--- src/rtl/pixel_dispatcher.sv ---
// Pixel dispatcher: walks a frame in raster order and offers one pixel job at
// a time to a rotating set of up to four cores. Each accepted job is followed
// by a one-cycle bubble, so a single core sees at most one job every two cycles.
module pixel_dispatcher #(
  parameter int H_RES   = 640,
  parameter int V_RES   = 480,
  parameter int COORD_W = 10
) (
  input  logic               aclk,
  input  logic               aresetn,
  input  logic               start,
  input  logic               abort,
  input  logic [2:0]         no_of_extra_cores,
  input  logic [3:0]         job_ready,
  output logic [3:0]         job_valid,
  output logic [COORD_W-1:0] job_x,
  output logic [COORD_W-1:0] job_y,
  output logic               job_sof,
  output logic               job_eol,
  output logic               busy,
  output logic               frame_done
);

  typedef enum logic [1:0] {
    S_IDLE  = 2'd0,
    S_ISSUE = 2'd1,
    S_DONE  = 2'd2
  } state_t;

  localparam logic [COORD_W-1:0] X_LAST = COORD_W'(H_RES - 1);
  localparam logic [COORD_W-1:0] Y_LAST = COORD_W'(V_RES - 1);
  localparam logic [COORD_W-1:0] ZERO_C = {COORD_W{1'b0}};
  localparam logic [COORD_W-1:0] ONE_C  = COORD_W'(1);

  state_t             r_state;
  logic [COORD_W-1:0] r_x;
  logic [COORD_W-1:0] r_y;
  logic [1:0]         r_core;
  logic [2:0]         r_n;
  logic [3:0]         r_valid;
  logic               r_sof;
  logic               r_eol;
  logic               r_busy;
  logic               r_frame_done;

  state_t             w_state_nxt;
  logic [COORD_W-1:0] w_x_nxt;
  logic [COORD_W-1:0] w_y_nxt;
  logic [1:0]         w_core_nxt;
  logic [2:0]         w_n_nxt;
  logic [3:0]         w_valid_nxt;
  logic               w_sof_nxt;
  logic               w_eol_nxt;
  logic               w_busy_nxt;
  logic               w_done_nxt;
  logic               w_accept;
  logic               w_last;

  // One-hot core select for the job offer.
  function automatic logic [3:0] f_onehot(input logic [1:0] core);
    f_onehot = 4'b0001 << core;
  endfunction

  // Only the currently addressed core's ready bit counts, and only while offering.
  assign w_accept = job_ready[r_core] && (r_valid != 4'b0000);
  assign w_last   = (r_x == X_LAST) && (r_y == Y_LAST);

  // Next-state and next-output computation.
  always_comb begin
    w_state_nxt = r_state;
    w_x_nxt     = r_x;
    w_y_nxt     = r_y;
    w_core_nxt  = r_core;
    w_n_nxt     = r_n;
    w_valid_nxt = 4'b0000;
    w_done_nxt  = 1'b0;
    case (r_state)
      S_IDLE: begin
        if (start && !abort) begin
          w_state_nxt = S_ISSUE;
          w_n_nxt     = (no_of_extra_cores > 3'd3) ? 3'd4 : (no_of_extra_cores + 3'd1);
          w_x_nxt     = ZERO_C;
          w_y_nxt     = ZERO_C;
          w_core_nxt  = 2'd0;
          w_valid_nxt = f_onehot(2'd0);
        end else begin
          w_state_nxt = S_IDLE;
        end
      end
      S_ISSUE: begin
        if (abort) begin
          w_state_nxt = S_IDLE;
          w_x_nxt     = ZERO_C;
          w_y_nxt     = ZERO_C;
          w_core_nxt  = 2'd0;
        end else if (r_valid == 4'b0000) begin
          // Bubble cycle after an accept: present the next pixel.
          w_valid_nxt = f_onehot(r_core);
        end else if (w_accept) begin
          w_core_nxt = (({1'b0, r_core} + 3'd1) == r_n) ? 2'd0 : (r_core + 2'd1);
          if (w_last) begin
            w_state_nxt = S_DONE;
            w_done_nxt  = 1'b1;
            w_x_nxt     = ZERO_C;
            w_y_nxt     = ZERO_C;
            w_core_nxt  = 2'd0;
          end else if (r_x == X_LAST) begin
            w_x_nxt = ZERO_C;
            w_y_nxt = r_y + ONE_C;
          end else begin
            w_x_nxt = r_x + ONE_C;
          end
        end else begin
          w_valid_nxt = r_valid;
        end
      end
      S_DONE: begin
        w_state_nxt = S_IDLE;
        w_x_nxt     = ZERO_C;
        w_y_nxt     = ZERO_C;
        w_core_nxt  = 2'd0;
      end
      default: begin
        w_state_nxt = S_IDLE;
        w_x_nxt     = ZERO_C;
        w_y_nxt     = ZERO_C;
        w_core_nxt  = 2'd0;
      end
    endcase
    w_busy_nxt = (w_state_nxt != S_IDLE);
    w_sof_nxt  = (w_x_nxt == ZERO_C) && (w_y_nxt == ZERO_C) && (w_valid_nxt != 4'b0000);
    w_eol_nxt  = (w_x_nxt == X_LAST);
  end

  // State, counters and registered outputs.
  always_ff @(posedge aclk or negedge aresetn) begin
    if (!aresetn) begin
      r_state      <= S_IDLE;
      r_x          <= ZERO_C;
      r_y          <= ZERO_C;
      r_core       <= 2'd0;
      r_n          <= 3'd1;
      r_valid      <= 4'b0000;
      r_sof        <= 1'b0;
      r_eol        <= 1'b0;
      r_busy       <= 1'b0;
      r_frame_done <= 1'b0;
    end else begin
      r_state      <= w_state_nxt;
      r_x          <= w_x_nxt;
      r_y          <= w_y_nxt;
      r_core       <= w_core_nxt;
      r_n          <= w_n_nxt;
      r_valid      <= w_valid_nxt;
      r_sof        <= w_sof_nxt;
      r_eol        <= w_eol_nxt;
      r_busy       <= w_busy_nxt;
      r_frame_done <= w_done_nxt;
    end
  end

  assign job_valid  = r_valid;
  assign job_x      = r_x;
  assign job_y      = r_y;
  assign job_sof    = r_sof;
  assign job_eol    = r_eol;
  assign busy       = r_busy;
  assign frame_done = r_frame_done;

endmodule

--- config.mk ---
export PLATFORM = sky130hd
export DESIGN_NAME = pixel_dispatcher
export DESIGN_NICKNAME = d
export VERILOG_FILES = /design/src/rtl/pixel_dispatcher.sv
export SDC_FILE = /design/constraint.sdc
export NUM_CORES = 1
export LEC_CHECK = 0
export ABC_AREA = 1
export CAP_MARGIN = 20
export CORE_UTILIZATION = 40
export DETAILED_ROUTE_END_ITERATION = 6
export GPL_ROUTABILITY_DRIVEN = 1
export PLACE_DENSITY = 0.7
export SLEW_MARGIN = 10
export SYNTH_ARGS = -nofsm -noshare
export SYNTH_HDL_FRONTEND = slang
export SYNTH_SLANG_ARGS = --single-unit
--- constraint.sdc ---
create_clock -name aclk -period 2.15 [get_ports aclk]
set_input_delay 0.3225 -clock aclk [delete_from_list [all_inputs] [get_ports aclk]]
set_output_delay 0.3225 -clock aclk [all_outputs]
set_load 0.1 [all_outputs]
# After elaboration in Yosys (flattened, before gate mapping)

Index checks and enable logic that the tools add are counted.

Magnitude comparators: 2
Muxes and demuxes: 40
Add/subtract/negate cells: 5
Shift-type cells: 1
Reduce and logical (&&, ||, !) cells: 15
Equality and inequality tests: 8

Operator list:

| operator                                                                         | count |
|---|---|
| 10-bit 2-to-1 mux                                                                | 12 |
| 10-bit case mux with 2 select lines                                              | 2 |
| 10-bit by 1-bit adder with 10-bit output (second input constant)                 | 2 |
| 10-bit equality test (second input constant)                                     | 2 |
| 10-bit logical NOT                                                               | 2 |
| 2-bit 2-to-1 mux                                                                 | 10 |
| 4-bit 2-to-1 mux                                                                 | 3 |
| 10-bit by 9-bit equality test with 1-bit output (second input constant)          | 1 |
| 1-bit 2-to-1 mux                                                                 | 8 |
| 2-bit case mux with 2 select lines                                               | 2 |
| 4-bit case mux with 2 select lines                                               | 1 |
| 4-bit nonzero test                                                               | 2 |
| 3-bit inequality test (second input constant)                                    | 2 |
| 1-bit logical AND                                                                | 5 |
| 4-bit logical NOT                                                                | 1 |
| 1-bit by 2-bit left shift with 4-bit output (first input constant)               | 1 |
| 2-bit by 1-bit adder with 3-bit output (second input constant)                   | 1 |
| 3-bit by 1-bit adder with 3-bit output (second input constant)                   | 1 |
| 3-bit equality test                                                              | 1 |
| 3-bit by 2-bit greater-than comparator with 1-bit output (second input constant) | 1 |
| 2-bit by 3-bit < comparator with 1-bit output (second input constant)            | 1 |
| 3-bit 2-to-1 mux                                                                 | 1 |
| 3-bit AND reduction                                                              | 1 |
| 2-bit by 1-bit adder with 2-bit output (second input constant)                   | 1 |
| other kinds (7)                                                                  | 7 |

Logic and storage cells: 81
Input port bits: 11
Register bits after elaboration: 35
Output and inout port bits: 28

# Longest topological paths before layout

Gate-level depths: netlist of run 1.

Word-level depth: 10
Mapped depth: 17
Mapped depth without buffers: 17

# Worst setup path after synthesis of run 1

Ideal clock, no wire load.

Path kind: flip-flop to flip-flop
Start point: register r_x[0] (netlist: job_x[0])
End point: register r_sof (netlist: job_sof)
Buffers on the path: 1
Stages on the path, launching flop included: 17
Data required time: 2.081 ns
Setup slack: -0.491 ns
Data arrival time: 2.572 ns
Clock period less this slack: 2.641 ns
Setup time: 0.069 ns
Path through: dfrtp_1 ha_1 nand2_1 nor2_4 nand3_4 nor2_8 buf_12 nand2_4 nand2_2 nand2_1 nand2_1 nand2_1 nor2_2 nand2_1 nor2_2 nand2_1 nor2_2

Word-level cells in the longest chain between the ends: 10
Elaborated cells between the ends (all ways): 20
Those cells by class: add/sub: 1; eq/ne: 1; mux: 13; reduce/logical: 5

Ends and longest elaborated chain:

| item                                                                             | line         | source |
|---|---|---|
| start, declared                                                                  | 36           | `logic [COORD_W-1:0] r_x;` |
| start signal, assigned                                                           | 150          | `r_x <= w_x_nxt;` |
| 10-bit by 1-bit adder with 10-bit output or 10-bit equality test (tied branches) | 111, 66, 107 |  |
| 10-bit 2-to-1 mux or 1-bit logical AND (tied branches)                           | 107, 66      |  |
| 10-bit 2-to-1 mux                                                                | 101          | `if (w_last) begin` |
| 10-bit 2-to-1 mux                                                                | 99           | `end else if (w_accept) begin` |
| 10-bit 2-to-1 mux                                                                | 96           | `end else if (r_valid == 4'b0000) begin` |
| 10-bit 2-to-1 mux                                                                | 91           | `if (abort) begin` |
| 10-bit case mux with 2 select lines                                              | 77           | `case (r_state)` |
| 10-bit logical NOT                                                               | 131          | `w_sof_nxt = (w_x_nxt == ZERO_C) && (w_y_nxt == ZERO_C) && (w_valid_nxt != 4'b0000);` |
| 1-bit logical AND * (2 in a row)                                                 | 131          |  |
| net w_sof_nxt                                                                    | 52           | `logic w_sof_nxt;` |
| end signal, assigned                                                             | 155          | `r_sof <= w_sof_nxt;` |
| end, declared                                                                    | 41           | `logic r_sof;` |

Mark *: on every way through the listed nets, which the timed path passes. The rest lies on a longest branch.
A chain may end at the register's enable or synchronous reset.

# Worst setup path after layout of run 1

Start point: register r_x[1] (netlist: job_x[1])
End point: register r_sof (netlist: job_sof)

Same word-level chain as after synthesis.

==> impl_metrics.prom, run 1 <==
# TYPE chip_impl_metric gauge
chip_impl_info{name="outcome",value="completed"} 1
chip_impl_metric{name="groute.usage.overall",unit=""} 0.2408
chip_impl_metric{name="cts.sinks",unit=""} 35
chip_impl_metric{name="number_of_warnings_printed_during_yosys_synthesis",unit=""} 0
chip_impl_metric{name="timing.setup.tns",unit="ps"} 0
chip_impl_metric{name="worstPathRequired",unit="ps"} 2390
chip_impl_metric{name="async_reset_ff_frac",unit=""} 1.000
chip_impl_metric{name="timing.max_cap.violations",unit=""} 0
chip_impl_metric{name="placer_congestion",unit=""} 0.9258
chip_impl_metric{name="report.final.slew_viol_count",unit=""} 0
chip_impl_metric{name="num-nets-final",unit=""} 468
chip_impl_info{name="mostFrequentLayoutCells",value="sky130_fd_sc_hd__nand2_1, sky130_fd_sc_hd__buf_4, sky130_fd_sc_hd__inv_1"} 1
chip_impl_metric{name="routed-via-count",unit=""} 2606
chip_impl_metric{name="cts-htree-levels",unit=""} 2
chip_impl_metric{name="drt_first_iter_violations",unit=""} 128
chip_impl_metric{name="met2WireLength",unit="µm"} 3535
chip_impl_metric{name="dp.final_hpwl",unit="µm"} 5531
chip_impl_metric{name="regArea",unit="µm²"} 914.6
chip_impl_info{name="most_common_cell_after_layout_fill_and_taps_aside",value="sky130_fd_sc_hd__nand2_1"} 1
chip_impl_info{name="crit-reg2reg-capture",value="job_sof"} 1
chip_impl_metric{name="netlist_instances",unit=""} 365
chip_impl_metric{name="synthesis.nets",unit=""} 384
chip_impl_metric{name="critical_path_peak_fanout",unit=""} 5
chip_impl_metric{name="via_per_inst",unit=""} 4.964
chip_impl_metric{name="final.setup_skew",unit="ps"} 7.864
chip_impl_metric{name="core_area",unit="µm²"} 5956
chip_impl_metric{name="die_width",unit="µm"} 80.98
chip_impl_metric{name="placement.io_buffers",unit=""} 38
chip_impl_metric{name="synth_seq_cells",unit=""} 35
chip_impl_info{name="primary_flip_flop_cell_chosen_by_synthesis_mapping",value="sky130_fd_sc_hd__dfrtp_1"} 1
chip_impl_metric{name="grt_start_max_net_pins",unit=""} 36
chip_impl_metric{name="setup_slack_on_the_worst_flop_to_flop_path",unit="ps"} 130
chip_impl_metric{name="timing.fmax",unit="MHz"} 494.1
chip_impl_metric{name="cts_inserted_buffers",unit=""} 5
chip_impl_metric{name="dr.pass1.iters",unit=""} 4
chip_impl_metric{name="final_setup_violation_count",unit=""} 0
chip_impl_metric{name="period_share",unit=""} 0.9413
chip_impl_metric{name="routed_length_on_met1",unit="µm"} 3288
chip_impl_metric{name="initial_core_util",unit=""} 0.4189
chip_impl_metric{name="detail_route.drc_violations",unit=""} 0
chip_impl_metric{name="fin_worst_hold_slack",unit="ps"} 99.75
chip_impl_metric{name="crit_arrival",unit="ps"} 2260
chip_impl_metric{name="static_leakage_power",unit="nW"} 1.803
chip_impl_metric{name="multiInputGateArea",unit="µm²"} 1428
chip_impl_metric{name="syn_area",unit="µm²"} 2495
chip_impl_metric{name="detail_route.wl_per_cell",unit="µm"} 14.01
chip_impl_metric{name="clkLatencyLatePin",unit="ps"} 300
chip_impl_metric{name="fill_cells",unit=""} 599
chip_impl_metric{name="max_slew_margin",unit=""} 0.4529
chip_impl_metric{name="wl_met3",unit="µm"} 391
chip_impl_metric{name="path_clk_slew",unit="ps"} 80
chip_impl_metric{name="total_switching_power",unit="µW"} 787.7
chip_impl_metric{name="combinational_power_share",unit=""} 0.341
chip_impl_metric{name="die_area",unit="µm²"} 6557
chip_impl_info{name="critPathKind",value="flop to flop"} 1
chip_impl_metric{name="power.density_cell_area",unit="nW/µm²"} 617.1
chip_impl_metric{name="clkPwrFrac",unit=""} 0.302
chip_impl_metric{name="clock_tree.buffer_depth",unit=""} 2
chip_impl_metric{name="mean_instance_size_in_the_synthesized_netlist",unit="µm²"} 6.835
chip_impl_info{name="endpoint_kind_of_the_worst_setup_timing_path",value="flop"} 1
chip_impl_metric{name="dieHeight",unit="µm"} 80.98
chip_impl_metric{name="synth.distinct_cells",unit=""} 35
chip_impl_metric{name="number_of_global_route_vias_before_repair",unit=""} 2465
chip_impl_info{name="start_kind",value="flop"} 1
chip_impl_metric{name="num_rows",unit=""} 28
chip_impl_info{name="root_buffer",value="sky130_fd_sc_hd__clkbuf_8"} 1
chip_impl_metric{name="power.share.switching",unit=""} 0.3744
chip_impl_metric{name="syn_to_final_growth",unit="%"} 36.66
chip_impl_metric{name="synth_enable_flop_cells",unit=""} 0
chip_impl_metric{name="timing_worst_slew_pin_value",unit="ps"} 820.6
chip_impl_info{name="top_layer_used",value="met4"} 1
chip_impl_metric{name="grt_remaining_overflow",unit=""} 0
chip_impl_info{name="hold_class",value="input pin to async pin"} 1
chip_impl_metric{name="grt_antenna_before_repair",unit=""} 0
chip_impl_metric{name="postCtsHoldBufs",unit=""} 0
chip_impl_info{name="tritoncts",value="built"} 1
chip_impl_metric{name="ioPinCount",unit=""} 39
chip_impl_metric{name="seq_power_share",unit=""} 0.356
chip_impl_metric{name="p_int",unit="mW"} 1.316
chip_impl_metric{name="drtAntennaViolNets",unit=""} 0
chip_impl_metric{name="ys_seq_area_frac",unit=""} 0.3516
chip_impl_metric{name="max-vdd-ir-drop",unit="mV"} 0.3593
chip_impl_info{name="r2r_start",value="job_x[1]"} 1
chip_impl_metric{name="postRouteWirelength",unit="µm"} 7356
chip_impl_metric{name="reg2reg_depth",unit=""} 13
chip_impl_metric{name="period_minus_slack",unit="ps"} 2024
chip_impl_metric{name="timing.final.hold_violations",unit=""} 0
chip_impl_metric{name="share_of_cells_above_drive_strength_1",unit=""} 0.3244
chip_impl_metric{name="grt_pass1_wl",unit="µm"} 11870
chip_impl_metric{name="num_antenna_cells",unit=""} 0
power by group through the flow:
| stage | clock [mW] | combinational [mW] | sequential [mW] |
|---|---|---|---|
| global route | 0.674 | 0.773 | 0.757 |
| finish | 0.636 | 0.718 | 0.750 |
| CTS | 0.653 | 0.682 | 0.749 |
| floorplan | 0 | 0.264 | 0.941 |
| global placement | 0 | 0.672 | 0.762 |
| detailed placement | 0 | 0.679 | 0.762 |
worst max-delay path: stages (launching register included):
cell                      delay (ps)
sky130_fd_sc_hd__dfrtp_4         460
sky130_fd_sc_hd__ha_4            150
sky130_fd_sc_hd__nand2_2          90
sky130_fd_sc_hd__inv_2            80
sky130_fd_sc_hd__nand3_4         140
sky130_fd_sc_hd__nor2_4          170
sky130_fd_sc_hd__nand2_1          70
sky130_fd_sc_hd__nor3_1          160
sky130_fd_sc_hd__o21ai_0         100
sky130_fd_sc_hd__nand2_1         140
sky130_fd_sc_hd__nand2_1          80
sky130_fd_sc_hd__nor2_2          160
sky130_fd_sc_hd__nand2_1          80
sky130_fd_sc_hd__nor2_2           70
Yosys cell counts, drive strengths merged, types with 2 or more instances:
cell type	instances	share of area
a21oi	5	0.010
dfrtp	34	0.34
xnor2	2	0.0070
nand4	13	0.033
nor2	49	0.093
nand3b	2	0.0060
ha	8	0.040
inv	59	0.089
buf	3	0.016
nand3	40	0.098
nand2	127	0.20
o21ai	7	0.014
nor3	4	0.0080
xor2	2	0.0070
through the flow:
stage               worst slack, ps  power (mW)  area [µm²]    util  instances
floorplan                     24.11       1.205        2556       -        365
global placement             -114.6       1.434        3176  0.5332        509
detailed placement           -65.87       1.441        3176  0.5332        509
CTS                           9.689       2.084        3296  0.5534        517
global route                 -5.982       2.204        3410  0.5725        525
finish                        126.2       2.104        3410  0.5725        525
cell type report:
type                            instances  share of cell area
Inverter                               60             0.06679
Clock buffer                            6             0.02422
Clock inverter                          2             0.01028
Multi-Input combinational cell        266              0.4187
Sequential cell                        35              0.2683
Timing Repair Buffer                   81              0.1842
Tap cell                               75             0.02752
metal layers:
layer / up-vias / track usage
li1: 1313 / -
met1: 1223 / 0.3135
met2: 57 / 0.4000
met3: 13 / 0.03820
met4: 0 / 0.08929
met5: - / 0
what timing repair did:
action | CTS | global route
endpoints found under the hold margin | 0 | 0
endpoints found under the setup margin | 1 | 3
setup buffers | 0 | 8
resized for setup | 1 | 18
pin swaps | 0 | 7
logic make-up (layout without fill, tap and decap cells):
| group | after synthesis | count (layout) | share of synthesized area |
|---|---|---|---|
| buffers and inverters | 64 | 149 | 0.1073 |
| adder cells (fa/ha/maj) | 8 | 8 | 0.04012 |
| XOR/XNOR | 4 | 4 | 0.01404 |
| flip-flops | 35 | 35 | 0.3516 |
| AND/OR/NAND/NOR | 235 | 235 | 0.4403 |
| AO/OA/AOI/OAI | 19 | 19 | 0.04664 |
sequential cells by signal, indices dropped and copies added (netlist names), 2 cells and up:
register and cells:
r_core 2, r_n 3, job_valid 4, job_x 10, r_state 2, job_y 10
worst max path at each step:
stage	slack (ps)	depth (start not counted)	endpoint	startpoint
6_report	130	13	job_sof	job_x[1]
3_3_place_gp	-110	13	job_sof	job_x[1]
4_1_cts	10	13	job_sof	job_x[1]
2_1_floorplan	20	15	job_sof	job_y[0]
5_1_grt	-6	14	job_sof	job_valid[3]
3_5_place_dp	-70	16	job_sof	abort
Note: power is estimated with default switching activity, not from simulation.
==> run 2: changes to the inputs <==
--- a/config.mk
+++ b/config.mk
@@ -11,6 +11,7 @@
 export DETAILED_ROUTE_END_ITERATION = 6
 export GPL_ROUTABILITY_DRIVEN = 1
 export PLACE_DENSITY = 0.7
+export RECOVER_POWER = 50
 export SLEW_MARGIN = 10
 export SYNTH_ARGS = -nofsm -noshare
 export SYNTH_HDL_FRONTEND = slang
==> impl_metrics.prom, run 2 (synthesized netlist as in run 1, its figures left out) <==
# TYPE chip_impl_metric gauge
chip_impl_metric{name="cts_inserted_buffers",unit=""} 5
chip_impl_metric{name="period_share",unit=""} 0.9365
chip_impl_metric{name="num-nets-final",unit=""} 468
chip_impl_metric{name="crit_arrival",unit="ps"} 2250
chip_impl_metric{name="static_leakage_power",unit="nW"} 1.777
chip_impl_metric{name="routed-via-count",unit=""} 2599
chip_impl_metric{name="placement.io_buffers",unit=""} 38
chip_impl_info{name="cell_repeated_most_along_the_worst_path",value="sky130_fd_sc_hd__nand2_1"} 1
chip_impl_metric{name="detail_route.wl_per_cell",unit="µm"} 14.00
chip_impl_metric{name="final_setup_violation_count",unit=""} 0
chip_impl_info{name="mostFrequentLayoutCells",value="sky130_fd_sc_hd__nand2_1, sky130_fd_sc_hd__buf_4, sky130_fd_sc_hd__inv_1"} 1
chip_impl_metric{name="num_rows",unit=""} 28
chip_impl_info{name="timing.critical_path.slowest_stage_cell",value="sky130_fd_sc_hd__dfrtp_4"} 1
chip_impl_metric{name="utilization",unit=""} 0.5668
chip_impl_metric{name="total_power",unit="mW"} 2.091
chip_impl_metric{name="dr.pass1.iters",unit=""} 4
chip_impl_metric{name="share_of_cells_above_drive_strength_1",unit=""} 0.3133
chip_impl_metric{name="dieHeight",unit="µm"} 80.98
chip_impl_metric{name="core_area",unit="µm²"} 5956
chip_impl_metric{name="clock_tree.buffer_depth",unit=""} 2
chip_impl_metric{name="max_slew_margin",unit=""} 0.2098
chip_impl_metric{name="postRouteWirelength",unit="µm"} 7348
chip_impl_metric{name="placer_congestion",unit=""} 0.9258
chip_impl_metric{name="critical_path_peak_fanout",unit=""} 5
chip_impl_metric{name="grt_remaining_overflow",unit=""} 0
chip_impl_metric{name="num_antenna_cells",unit=""} 0
chip_impl_metric{name="drt_first_iter_violations",unit=""} 132
chip_impl_metric{name="report.final.slew_viol_count",unit=""} 0
chip_impl_metric{name="grt_pass1_wl",unit="µm"} 11870
chip_impl_metric{name="cts.sinks",unit=""} 35
chip_impl_metric{name="finalInstanceArea",unit="µm²"} 3376
chip_impl_metric{name="timing.setup.tns",unit="ps"} 0
chip_impl_metric{name="timing.fmax",unit="MHz"} 496.6
chip_impl_metric{name="detail_route.drc_violations",unit=""} 0
chip_impl_metric{name="power.density_cell_area",unit="nW/µm²"} 619.6
chip_impl_metric{name="max_stage_delay",unit="ps"} 460
chip_impl_metric{name="drtAntennaViolNets",unit=""} 0
chip_impl_metric{name="worstPathRequired",unit="ps"} 2390
chip_impl_metric{name="path_clk_slew",unit="ps"} 80
chip_impl_info{name="most_common_cell_after_layout_fill_and_taps_aside",value="sky130_fd_sc_hd__nand2_1"} 1
chip_impl_metric{name="initial_core_util",unit=""} 0.4189
chip_impl_metric{name="groute.usage.overall",unit=""} 0.2408
chip_impl_metric{name="fin_worst_hold_slack",unit="ps"} 107.6
chip_impl_metric{name="grt_antenna_before_repair",unit=""} 0
chip_impl_metric{name="timing_worst_slew_pin_value",unit="ps"} 1190
chip_impl_info{name="tritoncts",value="built"} 1
chip_impl_info{name="endpoint_kind_of_the_worst_setup_timing_path",value="flop"} 1
chip_impl_metric{name="die_width",unit="µm"} 80.98
chip_impl_metric{name="via_per_inst",unit=""} 4.950
chip_impl_metric{name="number_of_global_route_vias_before_repair",unit=""} 2465
chip_impl_info{name="critPathKind",value="flop to flop"} 1
chip_impl_metric{name="max-vdd-ir-drop",unit="mV"} 0.3577
chip_impl_metric{name="cts-htree-levels",unit=""} 2
chip_impl_info{name="root_buffer",value="sky130_fd_sc_hd__clkbuf_8"} 1
chip_impl_metric{name="timing.final.hold_violations",unit=""} 0
chip_impl_metric{name="dp.final_hpwl",unit="µm"} 5531
chip_impl_info{name="start_kind",value="flop"} 1
chip_impl_metric{name="die_area",unit="µm²"} 6557
chip_impl_metric{name="critPathBufInv",unit=""} 1
chip_impl_metric{name="syn_to_final_growth",unit="%"} 35.31
chip_impl_metric{name="final.setup_skew",unit="ps"} 7.875
chip_impl_metric{name="grt_start_max_net_pins",unit=""} 36
chip_impl_metric{name="ioPinCount",unit=""} 39
chip_impl_info{name="hold_class",value="input pin to async pin"} 1
chip_impl_metric{name="postCtsHoldBufs",unit=""} 0
chip_impl_metric{name="timing.max_cap.violations",unit=""} 0
chip_impl_metric{name="clkLatencyLatePin",unit="ps"} 300
chip_impl_info{name="outcome",value="completed"} 1
chip_impl_info{name="critPathTopFamily",value="simple AND/OR/NAND/NOR gates"} 1
chip_impl_metric{name="period_minus_slack",unit="ps"} 2014
chip_impl_metric{name="post_dp_cell_area",unit="µm²"} 3176
chip_impl_info{name="worstPathCellList",value="ha_4, nand2_2, inv_2, nand3_4, nor2_4, nand2_1, nor3_1, o21ai_0, nand2_1, nand2_1, nor2_2, nand2_1, nor2_2"} 1
-- run 2: per-stage QoR --
step           std cells  worst slack (ps)
6_report             525             136.5
3_3_place_gp         509            -114.6
4_1_cts              517             9.689
2_1_floorplan        365             24.11
3_5_place_dp         509            -65.87
5_1_grt              525            -5.089
-- run 2: repair_timing --
item	4_1_cts	5_1_grt
gates resized for setup	1	18
setup buffers	0	8
endpoints found under the setup margin	1	3
pin swaps	0	7
-- run 2: final cells by class --
cell class	count	area [µm²]
clock inverter	2	35.03
fill	608	2580
timing repair buffer	81	594.3
multi-input combinational	266	1428
sequential	35	914.6
clock buffer	6	82.58
tap	75	93.84
inverter	60	227.7
-- run 2: final timing paths --
path                       slack (ps)      from       end  depth (start not counted)
setup / recovery                  140  job_x[1]   job_sof                         13
min in group aclk                 490    r_n[0]    r_n[0]                          2
hold / removal                    110   aresetn  job_x[1]                          1
max in group asynchronous        1410   aresetn  job_y[1]                          1
setup reg to reg                  140  job_x[1]   job_sof                         13
hold reg to reg                   490    r_n[0]    r_n[0]                          2
-- run 2: report_power, final --
group	total (mW)	internal, mW	leakage (nW)	switching, mW
sequential	0.750	0.706	0.437	0.0439
combinational	0.708	0.226	1.28	0.482
clock	0.634	0.375	0.0612	0.258
total	2.09	1.31	1.78	0.784
-- run 2: routing by layer --
| metal | vias up | part of all wire | GRT usage |
|---|---|---|---|
| li1 | 1316 | - | - |
| met1 | 1210 | 0.45 | 0.3135 |
| met2 | 61 | 0.48 | 0.4000 |
| met3 | 12 | 0.048 | 0.03820 |
| met4 | 0 | 0.019 | 0.08929 |
| met5 | - | 0 | 0 |
